===== src/rtl/if_fetch_stage.sv =====
// Instruction-fetch stage: owns the PC, drives a synchronous-read instruction
// memory and fills the IF/ID register, with stall hold-buffering and redirect squash.
module if_fetch_stage #(
    parameter logic [31:0] RESET_PC = 32'h0000_0000,
    parameter int unsigned IMEM_AW  = 10,
    parameter logic [31:0] NOP      = 32'h0000_0000
) (
    input  logic               clk,
    input  logic               rst,
    input  logic               stall,
    input  logic               redirect,
    input  logic [31:0]        redirect_pc,
    output logic               imem_en,
    output logic [IMEM_AW-1:0] imem_addr,
    input  logic [31:0]        imem_rdata,
    output logic               if_id_valid,
    output logic [31:0]        if_id_pc,
    output logic [31:0]        if_id_ir
);

    typedef enum logic {ST_RUN, ST_HOLD} state_t;

    state_t      r_state;
    state_t      w_state_nx;
    logic [31:0] r_pc_f;
    logic [31:0] r_pc_m;
    logic        r_m_valid;
    logic [31:0] r_buf_ir;
    logic [31:0] r_buf_pc;
    logic        r_if_id_valid;
    logic [31:0] r_if_id_pc;
    logic [31:0] r_if_id_ir;
    logic        w_imem_en;
    logic [31:0] w_redirect_pc;

    assign w_redirect_pc = redirect_pc & ~32'd3;

    always_ff @(posedge clk) begin
        if (rst) begin
            r_state <= ST_RUN;
        end else begin
            r_state <= w_state_nx;
        end
    end

    // HOLD is entered only when a stall would otherwise drop the read in flight
    always_comb begin
        w_state_nx = r_state;
        if (redirect) begin
            w_state_nx = ST_RUN;
        end else begin
            case (r_state)
                ST_RUN:  if (stall && r_m_valid) w_state_nx = ST_HOLD;
                ST_HOLD: if (!stall)             w_state_nx = ST_RUN;
                default: w_state_nx = ST_RUN;
            endcase
        end
    end

    always_comb begin
        w_imem_en = !rst && !redirect && !stall;
        imem_en   = w_imem_en;
        imem_addr = r_pc_f[IMEM_AW+1:2];
    end

    always_ff @(posedge clk) begin
        if (rst) begin
            r_pc_f        <= RESET_PC;
            r_pc_m        <= '0;
            r_m_valid     <= 1'b0;
            r_buf_ir      <= NOP;
            r_buf_pc      <= '0;
            r_if_id_valid <= 1'b0;
            r_if_id_pc    <= '0;
            r_if_id_ir    <= NOP;
        end else begin
            r_m_valid <= w_imem_en;
            r_pc_m    <= r_pc_f;
            if (redirect) begin
                r_pc_f        <= w_redirect_pc;
                r_if_id_valid <= 1'b0;
                r_if_id_ir    <= NOP;
            end else if (r_state == ST_HOLD) begin
                if (!stall) begin
                    r_if_id_valid <= 1'b1;
                    r_if_id_pc    <= r_buf_pc;
                    r_if_id_ir    <= r_buf_ir;
                    r_pc_f        <= r_pc_f + 32'd4;
                end
            end else if (!stall) begin
                r_if_id_valid <= r_m_valid;
                r_if_id_pc    <= r_pc_m;
                r_if_id_ir    <= r_m_valid ? imem_rdata : NOP;
                r_pc_f        <= r_pc_f + 32'd4;
            end else if (r_m_valid) begin
                r_buf_ir <= imem_rdata;
                r_buf_pc <= r_pc_m;
            end
        end
    end

    assign if_id_valid = r_if_id_valid;
    assign if_id_pc    = r_if_id_pc;
    assign if_id_ir    = r_if_id_ir;

endmodule


===== config.mk =====
export PLATFORM = sky130hd
export DESIGN_NAME = if_fetch_stage
export DESIGN_NICKNAME = d
export VERILOG_FILES = /design/src/rtl/if_fetch_stage.sv
export SDC_FILE = /design/constraint.sdc
export NUM_CORES = 1
export LEC_CHECK = 0
export ABC_AREA = 0
export CORE_MARGIN = 10
export CORE_UTILIZATION = 52
export CTS_BUF_LIST = sky130_fd_sc_hd__clkbuf_16
export CTS_CLUSTER_SIZE = 25
export DETAILED_ROUTE_END_ITERATION = 12
export PLACE_DENSITY = 0.86
export REMOVE_ABC_BUFFERS = 1
export SLEW_MARGIN = 0
export SYNTH_ARGS = -nofsm -noshare
export SYNTH_HDL_FRONTEND = slang
export SYNTH_SLANG_ARGS = --single-unit

===== constraint.sdc =====
create_clock -name clk -period 2.9 [get_ports clk]
set_clock_uncertainty 0.15 [all_clocks]
set_input_delay 0.29 -clock clk [delete_from_list [all_inputs] [get_ports clk]]
set_output_delay 0.29 -clock clk [all_outputs]
set_load 0.03 [all_outputs]

==> flow_metrics.py <==
metrics = {
    "status": {
        "status": "completed",
    },
    "synthesis": {
        "syn_avg_cell_area_um2": 8.25,
        "synthTopCellsByArea": "dfxtp_1 (48%), a21oi_1 (8.8%), nand2_1 (8.6%)",
        "synth_ff_type": "dfxtp_1",
        "yosys.area.top_type": "dfxtp_1",
        "yosysUniqueCellTypes": 48,
        "ys_seq_area_share_pct": 48.3,
        "syn-cell-area_um2": 7750,
        "async_reset_ff_share_pct": 0,
        "synthCells": 940,
        "yosysTopAreaCellShare_pct": 48.3,
        "ys_seq_elements": 187,
        "synth_edf_count": 0,
        "yosysWarnings": 0,
    },
    "cells_and_area": {
        "multi_input_area_um2": 3600,
        "fill_cells": 1166,
        "drive_above_1_share_pct": 5.38,
        "final_common_cell": "dfxtp_1",
        "fin_area_um2": 9750,
        "instances_no_fill": 1225,
        "area_delta_synth_final_pct": 25.8,
        "nets": 1097,
        "final_core_util_pct": 66.9,
        "seq_area_um2": 3750,
        "final_cell_mix": "dfxtp_1 (186), nand2_1 (178), a21oi_1 (137)",
        "antennaDiodeCount": 0,
    },
    "power": {
        "power_density_nw_per_um2": 571,
        "p_leak_nw": 3.22,
        "ir_drop_uv": 470,
    },
    "flow_run": {
        "cap_violations": 0,
    },
    "cts": {
        "max-clock-path-buffers": 2,
        "cts_tree": "done",
        "clock_latency_ps": 430,
        "cts_buffers": 17,
        "cts_sinks": 187,
        "cts_resized": 0,
        "cts-root-buf": "clkbuf_16",
        "ctsHtreeMaxLevel": 4,
        "clk_pin_slew_worst_paths_ps": 60,
        "cts.hold.buffers_added": 0,
        "postCtsSetupBuffers": 0,
    },
    "die": {
        "die-area_um2": 20200,
        "core_um2": 14600,
        "die_y_um": 142,
        "start_util_pct": 53.1,
        "io_pins": 144,
        "rows": 44,
        "die_w_um": 142,
    },
    "sta": {
        "holdWs_ps": 112,
        "period_minus_slack_ps": 2600,
        "max_slew_margin_pct": 55.2,
        "max_freq_mhz": 385,
        "slew_viol_final": 0,
        "rsz0062_at_grt": "no",
        "hold_viol": 0,
        "setup_violations": 0,
        "period_share_pct": 89.5,
        "tightest_slew_ps": 667,
    },
    "worst_setup_path": {
        "cp.arrival_ps": 2760,
        "crit_path_start_kind": "register",
        "critPathKind": "register to register",
        "path_cells": "nand3_1 > or4_1 > o31a_1 > a2111oi_2",
        "worstSetupEndpointType": "register",
        "path_buf_inv": 0,
        "cp.required_ps": 3060,
        "slowest_stage": "or4_1",
        "crit_family": "simple AND/OR/NAND/NOR gates",
        "crit_fanout": 13,
        "critPathMaxStageDelay_ps": 820,
    },
    "grt": {
        "grt_max_degree": 62,
        "track_usage_pct": 19.1,
        "grt-ovfl-total": 0,
        "grt_first_pass_wirelength_mm": 32.2,
        "grt_pass1_vias": 6484,
        "antenna_found_initial": 0,
    },
    "placed_design": {
        "dp_hpwl_mm": 13.1,
        "dpl_cell_area_um2": 9170,
        "gp_congestion": 0.851,
        "portBuffers": 139,
        "placed_cells": 1193,
    },
    "drt": {
        "route.final.wire_length_mm": 19.7,
        "drc": 0,
        "dr.pass1.iters": 5,
        "via_count": 6743,
        "ant_nets": 0,
        "drt_iter0_drc": 486,
        "wl_per_cell_um": 16.1,
        "viasPerCell": 5.50,
    },
    "worst_hold_path": {
        "hold_class": "input pin to register",
    },
}
==> power breakdown <==
part	internal, W	switching (W)	leakage [nW]
Combinational	0.000242	0.000301	1.41
Clock	0.00134	0.000965	0.292
Sequential	0.00265	0.0000726	1.52
Total	0.00423	0.00134	3.22
==> routing by layer <==
metal,global-route usage [%],share of wire [%]
met1,24.2,46
met2,31.2,46
met3,5.31,6.6
met4,5.38,1.0
met5,0,0
==> state kept, by name, summed over array words and instances, names as in the netlist <==
| register | cells |
|---|---|
| if_id_ir | 32 |
| if_id_pc | 30 |
| if_id_valid | 1 |
| r_buf_ir | 32 |
| r_buf_pc | 30 |
| r_m_valid | 1 |
| r_pc_f | 30 |
| r_pc_m | 30 |
| r_state | 1 |
==> cells by family (layout without fill, tap and decap cells) <==
logic type | count (synthesis) | after routing | synth area share, %
and+or+nand+nor | 397 | 397 | 24.6
AOI/OAI and AO/OA | 208 | 208 | 15.8
DFF | 187 | 187 | 48.3
buffers and inverters | 101 | 201 | 5.49
muxes | 33 | 33 | 4.26
xor gates and xnor gates | 12 | 12 | 1.36
adders and majority gates | 1 | 1 | 0.161
other | 1 | 2 | 0.0484
==> cell usage after synthesis, types with 8 or more instances <==
cell type	n
a211oi_1	42
a21oi_1	137
buf_1	10
buf_4	12
clkbuf_1	65
dfxtp_1	187
inv_1	13
mux2i_1	33
nand2_1	178
nand3_1	9
nand3b_1	34
nand4_1	8
nor2_1	89
nor2b_1	26
nor3_1	11
nor4_1	8
xnor2_1	11
==> stage by stage <==
step	power (W)	setup WS [ps]	setup TNS [ps]
final	0.00557	304	0
after global routing	0.00575	128	0
after CTS	0.00560	312	0
after detailed placement	0.00332	337	0
after global placement	0.00331	428	0
after floorplan	0.00302	-1020	-63520
==> path summary, 6_finish.rpt <==
path / startpoint / end / slack, ps / cells past startpoint
max: r_pc_f[5]$_SDFFE_PP0P_ / r_pc_f[29]$_SDFFE_PP0P_ / 300 / 4
min reg2reg: r_pc_m[5]$_SDFF_PP0_ / r_buf_pc[5]$_SDFFE_PP0P_ / 300 / 2
min: rst / r_pc_m[26]$_SDFF_PP0_ / 110 / 2
max reg2reg: r_pc_f[5]$_SDFFE_PP0P_ / r_pc_f[29]$_SDFFE_PP0P_ / 300 / 4
==> final cells by class <==
type	instances	area share (%)
Multi-Input combinational cell	653	36.9
Sequential cell	187	38.4
Clock buffer	17	4.36
Timing Repair Buffer	156	15.9
Tap cell	184	2.36
Inverter	13	0.500
Clock inverter	15	1.62
No activity file was read; power rests on OpenSTA's default activity.
